## config.mk

```make
export PLATFORM = sky130hd
export DESIGN_NAME = sdram_port_arbiter
export DESIGN_NICKNAME = d
export VERILOG_FILES = /design/src/rtl/sdram_arb_pkg.sv /design/src/rtl/rr_picker.sv /design/src/rtl/sdram_port_arbiter.sv
export SDC_FILE = /design/constraint.sdc
export NUM_CORES = 1
export LEC_CHECK = 0
export ABC_CLOCK_PERIOD_IN_PS = 8100
export CELL_PAD_IN_SITES_DETAIL_PLACEMENT = 1
export CELL_PAD_IN_SITES_GLOBAL_PLACEMENT = 2
export CORE_MARGIN = 3
export CORE_UTILIZATION = 22
export DETAILED_ROUTE_END_ITERATION = 10
export PLACE_DENSITY = 0.88
export SETUP_SLACK_MARGIN = 0.02
export SLEW_MARGIN = 10
export SYNTH_ARGS = -nofsm -noshare
export SYNTH_HDL_FRONTEND = slang
export SYNTH_SLANG_ARGS = --single-unit
```

## constraint.sdc

```tcl
create_clock -name clk -period 8.1 [get_ports clk]
set_input_delay 2.43 -clock clk [delete_from_list [all_inputs] [get_ports clk]]
set_output_delay 2.43 -clock clk [all_outputs]
set_load 0.1 [all_outputs]
```

## src/rtl/sdram_arb_pkg.sv

```systemverilog
// Shared types for the SDRAM channel port arbiter: FSM state encoding and
// the request record captured at grant time.
package sdram_arb_pkg;

    // Address width carried by the latched request record; the top-level
    // ADDR_W defaults to this and must not exceed it.
    localparam int ARB_ADDR_W = 25;

    typedef enum logic [2:0] {
        IDLE,
        ISSUE,
        GAP,
        WAIT,
        DONE
    } arb_state_t;

    typedef struct packed {
        logic                  we;
        logic [ARB_ADDR_W-1:0] addr;
        logic [7:0]            din;
    } arb_req_t;

endpackage

```

## src/rtl/rr_picker.sv

```systemverilog
// Combinational grant picker: round-robin starting after the pointer, or
// fixed priority with index 0 highest.
module rr_picker #(
    parameter int N_REQ      = 4,
    parameter int FIXED_PRIO = 0,
    parameter int IDX_W      = (N_REQ > 1) ? $clog2(N_REQ) : 1
) (
    input  logic [N_REQ-1:0] req,
    input  logic [IDX_W-1:0] ptr,
    output logic [N_REQ-1:0] grant,
    output logic [IDX_W-1:0] grant_idx,
    output logic             valid
);

    logic [IDX_W-1:0] cand;

    always_comb begin
        grant     = '0;
        grant_idx = '0;
        valid     = 1'b0;
        cand      = '0;
        for (int k = 0; k < N_REQ; k++) begin
            if (FIXED_PRIO != 0) begin
                cand = IDX_W'(k);
            end else begin
                cand = IDX_W'((int'(ptr) + 1 + k) % N_REQ);
            end
            if (!valid && req[cand]) begin
                valid       = 1'b1;
                grant[cand] = 1'b1;
                grant_idx   = cand;
            end
        end
    end

endmodule

```

## src/rtl/sdram_port_arbiter.sv

```systemverilog
// Shares one 8-bit SDRAM channel among N_REQ level-handshake requesters,
// converting grants into edge-triggered rd/wr strobes with an accept watchdog.
module sdram_port_arbiter
    import sdram_arb_pkg::*;
#(
    parameter int N_REQ       = 4,
    parameter int ADDR_W      = ARB_ADDR_W,
    parameter int FIXED_PRIO  = 0,
    parameter int ACC_TIMEOUT = 15
) (
    input  logic                         clk,
    input  logic                         reset,
    input  logic [N_REQ-1:0]             req,
    input  logic [N_REQ-1:0]             req_we,
    input  logic [N_REQ-1:0][ADDR_W-1:0] req_addr,
    input  logic [N_REQ-1:0][7:0]        req_din,
    output logic [N_REQ-1:0]             ack,
    output logic [7:0]                   rdata,
    output logic [ADDR_W-1:0]            mem_addr,
    output logic                         mem_rd,
    output logic                         mem_wr,
    output logic [7:0]                   mem_din,
    input  logic [7:0]                   mem_dout,
    input  logic                         mem_busy,
    output logic [7:0]                   retry_cnt
);

    localparam int IDX_W = (N_REQ > 1) ? $clog2(N_REQ) : 1;
    localparam int WD_W  = $clog2(ACC_TIMEOUT + 1);

    arb_state_t       state;
    logic [IDX_W-1:0] ptr;
    logic [IDX_W-1:0] gnt_idx;
    logic [N_REQ-1:0] gnt_onehot;
    logic             cur_we;
    logic [WD_W-1:0]  wdog;

    logic [N_REQ-1:0] pick_onehot;
    logic [IDX_W-1:0] pick_idx;
    logic             pick_valid;
    arb_req_t         sel;

    rr_picker #(
        .N_REQ      (N_REQ),
        .FIXED_PRIO (FIXED_PRIO),
        .IDX_W      (IDX_W)
    ) u_picker (
        .req       (req),
        .ptr       (ptr),
        .grant     (pick_onehot),
        .grant_idx (pick_idx),
        .valid     (pick_valid)
    );

    always_comb begin
        sel.we   = req_we[pick_idx];
        sel.addr = ARB_ADDR_W'(req_addr[pick_idx]);
        sel.din  = req_din[pick_idx];
    end

    // Strobes are registered and only ever high in ISSUE, so the channel sees
    // a clean rising edge per attempt and a low gap before any re-issue.
    always_ff @(posedge clk) begin
        if (reset) begin
            state      <= IDLE;
            ptr        <= IDX_W'(N_REQ - 1);
            gnt_idx    <= '0;
            gnt_onehot <= '0;
            cur_we     <= 1'b0;
            wdog       <= '0;
            ack        <= '0;
            rdata      <= '0;
            mem_addr   <= '0;
            mem_din    <= '0;
            mem_rd     <= 1'b0;
            mem_wr     <= 1'b0;
            retry_cnt  <= '0;
        end else begin
            ack <= '0;
            case (state)
                IDLE: begin
                    if (pick_valid && !mem_busy) begin
                        gnt_idx    <= pick_idx;
                        gnt_onehot <= pick_onehot;
                        cur_we     <= sel.we;
                        mem_addr   <= ADDR_W'(sel.addr);
                        mem_din    <= sel.din;
                        mem_wr     <= sel.we;
                        mem_rd     <= ~sel.we;
                        wdog       <= '0;
                        state      <= ISSUE;
                    end
                end
                ISSUE: begin
                    if (mem_busy) begin
                        mem_rd <= 1'b0;
                        mem_wr <= 1'b0;
                        state  <= WAIT;
                    end else if (wdog == WD_W'(ACC_TIMEOUT - 1)) begin
                        mem_rd <= 1'b0;
                        mem_wr <= 1'b0;
                        if (retry_cnt != 8'hFF) begin
                            retry_cnt <= retry_cnt + 8'd1;
                        end
                        state <= GAP;
                    end else begin
                        wdog <= wdog + 1'b1;
                    end
                end
                GAP: begin
                    mem_wr <= cur_we;
                    mem_rd <= ~cur_we;
                    wdog   <= '0;
                    state  <= ISSUE;
                end
                WAIT: begin
                    if (!mem_busy) begin
                        if (!cur_we) begin
                            rdata <= mem_dout;
                        end
                        ack   <= gnt_onehot;
                        state <= DONE;
                    end
                end
                DONE: begin
                    if (FIXED_PRIO == 0) begin
                        ptr <= gnt_idx;
                    end
                    state <= IDLE;
                end
                default: state <= IDLE;
            endcase
        end
    end

endmodule

```

=== Yosys cells after proc, flatten, opt, wreduce, memory -nomap -nowiden ===
Index checks and enable logic that the tools add are counted.

* Bits in registers: 71
* Input bits: 151
* Output and inout port bits: 55
* Word-level logic and storage cells: 116

* $add $sub $neg: 6
* $lt $le $gt $ge: 9
* Eq/ne operators: 11
* Multiplexer cells: 49
* Bitwise logic cells: 7
* Reduce and logical (&&, ||, !) cells: 21

{| class="wikitable"
|+ Operators by type and width
! cell !! count
|-
| $bmux 25 s2 || 1
|-
| $mux 4 || 7
|-
| $mux 25 || 1
|-
| $mux 1 || 17
|-
| $bmux 8 s2 || 1
|-
| $lt 2x3->1 const B || 5
|-
| $mux 3 || 4
|-
| $or 4x4->4 || 3
|-
| $pmux 3 s4 || 1
|-
| $pmux 4 s3 || 1
|-
| $bmux 1 s2 || 5
|-
| $reduce_and 3->1 || 3
|-
| $add 8x1->8 const B || 1
|-
| $demux 1 s2 || 4
|-
| $ge 2x1->1 const B || 4
|-
| $logic_and 1x1->1 || 8
|-
| $mux 2 || 4
|-
| $mux 8 || 1
|-
| $ne 2x2->1 const B || 4
|-
| $ne 8x8->1 const B || 1
|-
| $reduce_and 4->1 || 2
|-
| $eq 3x2->1 const B || 2
|-
| $pmux 1 s3 || 2
|-
| $add 2x1->2 const B || 2
|-
| 12 further kinds || 19
|}

=== Logic depth before layout (Yosys ltp) ===
Gate-level depths: netlist of run 1.

* Depth after elaboration: 18
* Depth in mapped cells: 13
* Mapped depth without buffers: 9

=== By module ===
From an unflattened synthesis of run 1, not the netlist that was laid out.

* Cell total of the unflattened synthesis: 443
* Area, all modules: 4161.5 µm²

{| class="wikitable"
|+ Modules (own cells, without submodules)
! module !! instances !! cells an instance !! area an instance (µm²) !! sequential area each (µm²)
|-
| sdram_port_arbiter || 1 || 361 || 3528.4 || 1421.4
|-
| rr_picker || 1 || 82 || 633.1 || 0.0
|}

=== Worst setup path after synthesis of run 1 ===
Ideal clock, no wire load.

* Path kind: input to register
* Start point: input req[0]
* End point: register mem_addr[20]
* Setup time: 0.120 ns
* Arrival time: 4.240 ns
* Data required time: 7.980 ns
* Setup slack: 3.740 ns
* Stages on the path: 9
* Path buffers: 2
* Cells stage by stage: mux2_4 -> or4_4 -> a21oi_4 -> o31ai_2 -> buf_2 -> buf_6 -> nand2_1 -> a21oi_1 -> a211o_1

* Word-level cells in the longest chain between the ends: 14
* Elaborated cells on any way between the ends: 26

{| class="wikitable"
|+ Ends and longest elaborated chain
! element !! line !! text
|-
| start: declaration || sdram_port_arbiter.sv:13 || <nowiki>input logic [N_REQ-1:0] req,</nowiki>
|-
| $bmux 1 s2 || rr_picker.sv:28 || <nowiki>if (!valid && req[cand]) begin</nowiki>
|-
| $mux 1 (implied by the code) || rr_picker.sv:28 ||
|-
| $mux 1 || rr_picker.sv:28 ||
|-
| $logic_not 1->1 || rr_picker.sv:28 ||
|-
| $logic_and 1x1->1 || rr_picker.sv:28 ||
|-
| $mux 1 || rr_picker.sv:28 ||
|-
| $logic_not 1->1 || rr_picker.sv:28 ||
|-
| $logic_and 1x1->1 || rr_picker.sv:28 ||
|-
| $mux 1 || rr_picker.sv:28 ||
|-
| $logic_not 1->1 || rr_picker.sv:28 ||
|-
| $logic_and 1x1->1 || rr_picker.sv:28 ||
|-
| $mux 2 or $mux 1 (tied branches) || rr_picker.sv:28 ||
|-
| $bmux 25 s2 or $logic_and 1x1->1 (tied branches) || sdram_port_arbiter.sv:57, sdram_port_arbiter.sv:82 ||
|-
| $mux 25 (implied by the code) or $reduce_and 2->1 (tied branches) || - ||
|-
| end signal: assignment || sdram_port_arbiter.sv:86 || <nowiki>mem_addr <= ADDR_W'(sel.addr);</nowiki>
|-
| end: declaration || sdram_port_arbiter.sv:19 || <nowiki>output logic [ADDR_W-1:0] mem_addr,</nowiki>
|}

Several ways; a longest one is shown, not always the timed one. The select of a mux whose other input is x is not followed.
A chain may end at the register's enable or synchronous reset.

=== Worst setup path in the final report of run 1 ===
* Start point: input req[3]
* End point: register mem_rd

* Word-level cells in the longest chain between the ends: 17
* Elaborated cells on any way between the ends: 30

{| class="wikitable"
|+ Ends and longest elaborated chain
! element !! line !! text
|-
| $bmux 1 s2 || rr_picker.sv:28 ||
|-
| $mux 1 (implied by the code) || rr_picker.sv:28 ||
|-
| $mux 1 || rr_picker.sv:28 ||
|-
| $logic_not 1->1 || rr_picker.sv:28 ||
|-
| $logic_and 1x1->1 || rr_picker.sv:28 ||
|-
| $mux 1 || rr_picker.sv:28 ||
|-
| $logic_not 1->1 || rr_picker.sv:28 ||
|-
| $logic_and 1x1->1 || rr_picker.sv:28 ||
|-
| $mux 1 || rr_picker.sv:28 ||
|-
| $logic_not 1->1 || rr_picker.sv:28 ||
|-
| $logic_and 1x1->1 || rr_picker.sv:28 ||
|-
| $mux 2 || rr_picker.sv:28 ||
|-
| $bmux 1 s2 || sdram_port_arbiter.sv:56 || <nowiki>sel.we = req_we[pick_idx];</nowiki>
|-
| $mux 1 (implied by the code) || sdram_port_arbiter.sv:56 ||
|-
| $not 1->1 || sdram_port_arbiter.sv:89 || <nowiki>mem_rd <= ~sel.we;</nowiki>
|-
| $mux 1 || sdram_port_arbiter.sv:82 || <nowiki>if (pick_valid && !mem_busy) begin</nowiki>
|-
| $pmux 1 s3 || sdram_port_arbiter.sv:80 || <nowiki>case (state)</nowiki>
|-
| end signal: assignment || sdram_port_arbiter.sv:89 ||
|-
| end signal: assignment || sdram_port_arbiter.sv:112 || <nowiki>mem_rd <= ~cur_we;</nowiki>
|-
| end: declaration || sdram_port_arbiter.sv:20 || <nowiki>output logic mem_rd,</nowiki>
|}

Several ways; a longest one is shown, not always the timed one. The select of a mux whose other input is x is not followed.

==> metrics.txt, run 1 <==
clk_lat worst skew 0.34 ns; most frequent cells after synthesis nand2_1 (143), a21oi_1 (71), dfxtp_1 (71); hold violation total from the final report 0; Vias/cell 4.86; post-cts hold buffer count 0; Ys Warns 0; mean routed wirelength per cell 16.9 um; mapped cell area 0.00400 sq mm; max_slew headroom 32.1%; layout cell share with drive strength beyond 1 4.89%; area leader, netlist dfxtp_1; Total GRT Usage 15.9%; RSZ-0062 raised after global routing no; WS Path Type in2reg; Routed Antenna Nets 0; number of flops mapped to enable cells by yosys 0; post-CTS sizing 0; Comb power frac 28.7%; Yosys reg bits 71; Clock Tree Buf Depth 2; routed vias 4,571; Post-synth top flop dfxtp_1; sequential share of the synthesized area 35.6%; fraction of registers with async set/reset 0%; Switch Pwr 382 uW; post-CTS setup buffers 0; total gr overflow 0; Tmin final 5.27 ns; Die Ht 141 um; Synth Instances 524; Fin Setup TNS 0 ns; Distinct cells, synth 54; routed wire length 15,900 um; number of global-route vias before repair 5,000; Worst Path Arrival 5.49 ns; WP data required 8.32 ns; CTS Sinks 71; Final period util 65.1%; outcome complete, no violations; Final setup viols 0; internal power 775 uW; syn_nets 686; IO Count 206; worst slew pin tran 1.02 ns; register area 0.00142 sq mm; Post-Place Worst Slack 2.45 ns; Worst Slack Setup Final 2.83 ns; synth-to-layout area growth 64.0%; VDD IR max 103 uV; Root Buffer clkbuf_16; Iter 0 DRT Violations 181; Slew Limit Fails 0; Setup Skew 0.00613 ns; maximum number of pins on one net before global-route repair 70; Cell Pwr Density 177 mW/mm^2; DRC 0; final core utilization 37.4%; initial core utilization 22.8%; Hold/Removal Path Class reg2reg; top-count cell post-synth nand2_1; top post-synthesis cells by area dfxtp_1 (36%), nand2_1 (13%), a21oi_1 (8.9%); clock-pin slew on the worst setup and hold paths 0.06 ns; CP endpoint kind register; first-pass GRT wire length 25,700 um; clock power share 38.2%; sequential share of power 33.1%; crit-path max FO 68; Inserted Clock Buffers 9; placer congestion estimate 0.913; # diodes 0; MaxCap Viol Count 0; number of buffers added on ports 205; Synth Area per Inst 7.63 sq um; nets 873; row count 48; Fmax 0.190 GHz; H-tree Lvls 3; first-pass iteration count of the detailed router 4; CTS tree yes; Die X 141 um; Layout fillers 2,082; crit start category input port; leak pwr 2.79 nW; Yosys top cell area share 35.6%; Core Box Area 0.0175 sq mm; die area 0.0198 sq mm; multi-input logic area 0.00240 sq mm; DP Wirelength 11,500 um; switching part of the total power 33.0%; initial antenna violation count 0
-- metrics by stage --
stage          hold WS (ns)  total power, mW  cells  instance area [sq um]
4_1_cts               0.465             1.18    941                   6560
3_5_place_dp          0.451            0.725    925                   6220
6_report              0.460             1.16    941                   6560
2_1_floorplan         0.424            0.589    524                   4000
5_1_grt               0.488             1.21    941                   6560
3_3_place_gp          0.445            0.718    925                   6220
-- worst paths after layout --
check	from	end	slack, ns	cells after the start
worst max register to register	ptr[0]	mem_rd	4.10	10
worst min-delay path	mem_din[0]	mem_din[0]	0.46	1
worst min register to register	mem_din[0]	mem_din[0]	0.46	1
worst max-delay path	req[3]	mem_rd	2.83	9
-- sequential cells by signal, indices dropped and copies added (netlist names) --
name,flops
ack,4
cur_we,1
gnt_idx,2
gnt_onehot,4
mem_addr,25
mem_din,8
mem_rd,1
mem_wr,1
ptr,2
rdata,8
retry_cnt,8
state,3
wdog,4
-- placed cells by master (no fill, tap or decap), drive strengths merged, types with 10 or more instances in the layout --
cell,instances
o21ai,10
nand2,143
a211o,35
clkbuf,10
ha,11
dfxtp,71
mux2i,23
clkdlybuf4s50,205
nor2,38
a21oi,73
-- logic make-up after synthesis --
group           Yosys count  share of synthesized area [%]
fa+ha+maj                11                           3.44
simple gates            220                           23.4
compound gates          148                           24.5
buf+inv                  41                           4.76
xor+xnor                  8                           1.75
flops                    71                           35.6
mux                      25                           6.61
-- layer usage --
| layer | part of all wire (%) | vias to the layer above | GRT usage (%) |
|---|---|---|---|
| li1 | - | 2212 | - |
| met1 | 42 | 2197 | 18.0 |
| met2 | 49 | 145 | 28.6 |
| met3 | 7.2 | 17 | 5.26 |
| met4 | 1.3 | 0 | 4.13 |
| met5 | 0 | - | 0 |
-- power by group through the flow --
| stage | Combinational, mW | Sequential, mW | Clock (mW) |
|---|---|---|---|
| 2_1_floorplan | 0.0850 | 0.504 | 0 |
| 3_3_place_gp | 0.329 | 0.389 | 0 |
| 3_5_place_dp | 0.334 | 0.391 | 0 |
| 4_1_cts | 0.335 | 0.383 | 0.457 |
| 5_1_grt | 0.352 | 0.386 | 0.473 |
| 6_report | 0.332 | 0.383 | 0.442 |
-- worst max-delay path, stage by stage --
cell             delay, ns
clkdlybuf4s50_1       0.61
mux2i_1               0.24
or4_4                 0.59
a21oi_4               0.26
o31a_2                0.19
buf_4                 0.57
a21oi_1               0.15
a221oi_1              0.34
o21ai_1               0.09
-- final cells by class --
class	instances	share of cell area (%)
tap	225	4.29
multi-input combinational	412	36.6
inverter	6	0.344
sequential	71	21.7
timing repair buffer	211	32.0
clock inverter	6	1.41
clock buffer	10	3.65
No activity file was read; power rests on OpenSTA's default activity.
==> run 2, diff against run 1 <==
--- a/config.mk
+++ b/config.mk
@@ -5,13 +5,13 @@
 export SDC_FILE = /design/constraint.sdc
 export NUM_CORES = 1
 export LEC_CHECK = 0
-export ABC_CLOCK_PERIOD_IN_PS = 8100
+export ABC_CLOCK_PERIOD_IN_PS = 4800
 export CELL_PAD_IN_SITES_DETAIL_PLACEMENT = 1
 export CELL_PAD_IN_SITES_GLOBAL_PLACEMENT = 2
 export CORE_MARGIN = 3
-export CORE_UTILIZATION = 22
+export CORE_UTILIZATION = 19
 export DETAILED_ROUTE_END_ITERATION = 10
-export PLACE_DENSITY = 0.88
+export PLACE_DENSITY = 0.81
 export SETUP_SLACK_MARGIN = 0.02
 export SLEW_MARGIN = 10
 export SYNTH_ARGS = -nofsm -noshare
==> constraint.sdc (replaced) <==
create_clock -name clk -period 4.8 [get_ports clk]
set_input_delay 1.44 -clock clk [delete_from_list [all_inputs] [get_ports clk]]
set_output_delay 1.44 -clock clk [all_outputs]
set_load 0.1 [all_outputs]
==> run 2 against run 1 <==
Compared with the run above: clock skew is 0.0036 ns lower; combinational power is 69% higher; register-to-register slack worse by 2.4 ns; routed wire length is 1.9% lower; largest power group unchanged.
==> metrics.txt, run 2 (synthesized netlist as in run 1, its figures left out) <==
Cell Pwr Density 301 mW/mm^2; Max stage delay on crit path 0.55 ns; Setup Skew 0.00249 ns; WS Path Type in2reg; Total GRT Usage 13.3%; delay-heaviest family, CP buffers and inverters; worst path cell trace clkdlybuf4s50_1 > mux2_4 > or4_4 > a21oi_4 > o31a_2 > buf_12 > buf_4 > nand2_1 > a21oi_1 > a211o_1; clock-pin slew on the worst setup and hold paths 0.06 ns; post-route cell area 0.00670 sq mm; commonest non-fill, non-tap cell in the layout clkdlybuf4s50_1; post-cts hold buffer count 0; row count 52; first-pass GRT wire length 23,800 um; leak pwr 2.84 nW; CTS tree yes; Final period util 81.0%; Core Box Area 0.0204 sq mm; initial antenna violation count 0; Hold/Removal Path Class reg2reg; Final setup viols 0; Slew Limit Fails 0; # diodes 0; Pwr Total 2.02 mW; Inserted Clock Buffers 9; synth-to-layout area growth 67.7%; Routed Antenna Nets 0; crit-path max FO 56; reg-to-reg setup timing slack 1.73 ns; RSZ-0062 raised after global routing no; Clock Tree Buf Depth 2; layout cell share with drive strength beyond 1 5.68%; post-CTS sizing 0; Worst Path Arrival 4.17 ns; RR Startpoint ptr[1]; crit path max-delay cell type or4_4; routed vias 4,400; Worst Slack Setup Final 0.912 ns; placer congestion estimate 0.751; mean routed wirelength per cell 15.7 um; hold violation total from the final report 0; placed inst area 0.00634 sq mm; crit start category input port; routed wire length 15,600 um; Buf+Inv Stages, Crit Path 3; post-CTS setup buffers 0; total gr overflow 0; IO Count 206; DP Wirelength 11,400 um; H-tree Lvls 3; end of the worst hold path ack[1]; worst slew pin tran 1.02 ns; clk_lat worst skew 0.33 ns; reg2reg path depth 11; max_slew headroom 31.7%; number of global-route vias before repair 4,564; switching part of the total power 31.6%; outcome complete, no violations; die area 0.0228 sq mm; Hold Crit Start gnt_onehot[1]; Fmax 0.257 GHz; Tmin final 3.89 ns; WP data required 5.08 ns; sequential share of power 32.0%; Post-Place Worst Slack 0.543 ns; VDD IR max 172 uV; hold path cells 1; Comb power frac 27.8%; initial core utilization 19.6%; Largest register FFs 25; first-pass iteration count of the detailed router 6; maximum number of pins on one net before global-route repair 57; Fin Hold WS 0.460 ns; CP endpoint kind register; Iter 0 DRT Violations 153; Fin Setup TNS 0 ns; CTS Sinks 71; Top reg by flops mem_addr; clock power share 40.1%; most frequent cells in the layout clkdlybuf4s50_1 (205), nand2_1 (143), a21oi_1 (71), dfxtp_1 (71), nor2_1 (37); internal power 1.38 mW; Die X 151 um; number of buffers added on ports 205; Root Buffer clkbuf_16; reg-to-reg endpoint mem_addr[13]; MaxCap Viol Count 0; Die Ht 151 um; nets 879; Switch Pwr 637 uW; DRC 0; Vias/cell 4.44
run 2: cell types whose count changed in the layout (fill, tap and decap cells not counted):
cell,delta
nor2_4,-1
bufinv_16,+1
buf_12,+2
clkinv_2,+1
buf_4,+4
inv_6,-1
clkbuf_8,+1
nor2_2,+1
clkinvlp_4,-2
run 2: worst register-to-register path, cell delays in order (launching register included):
cell     delay [ns]
dfxtp_1        0.44
inv_1          0.13
ha_1           0.25
or2_1          0.33
or4_4          0.52
a21oi_4        0.27
o31a_2         0.21
buf_12         0.25
buf_4          0.28
nand2_1        0.07
a21oi_1        0.13
a211o_1        0.11
run 2: worst max-delay path by stage:
stage                     slack, ns  cells after the start           end  startpoint
after detailed placement       0.54                      9        mem_rd      req[0]
after CTS                      0.92                      9        mem_rd      req[0]
final                          0.91                     10  mem_addr[13]      req[0]
after floorplan                1.43                      9  mem_addr[20]      req[0]
after global routing           0.75                      9  mem_addr[21]      req[3]
after global placement         0.59                      9        mem_rd      req[0]
run 2: metal layers:
metal | track usage, % | share of wire [%] | vias up
li1 | - | - | 2217
met1 | 15.7 | 44 | 2030
met2 | 23.3 | 47 | 143
met3 | 4.28 | 8.2 | 10
met4 | 3.17 | 0.88 | 0
met5 | 0 | 0 | -
run 2: final cells by class:
class                           count  area [sq um]
Inverter                            6          22.5
Timing Repair Buffer              217          2170
Fill cell                        2434         13700
Multi-Input combinational cell    412          2400
Clock buffer                       11           253
Clock inverter                      5           104
Tap cell                          270           338
Sequential cell                    71          1420
run 2: metrics by stage:
stage                     util (%)  cells
final                         32.8    992
after global routing          32.8    992
after CTS                     32.8    992
after detailed placement      31.1    976
after global placement        31.1    976
after floorplan                  -    524
run 2: power by group through the flow:
stage | registers (mW) | clock network [mW] | logic (mW)
final | 0.645 | 0.809 | 0.561
after floorplan | 0.850 | 0 | 0.143
after global placement | 0.658 | 0 | 0.566
after global routing | 0.650 | 0.871 | 0.598
after CTS | 0.646 | 0.850 | 0.569
after detailed placement | 0.658 | 0 | 0.568
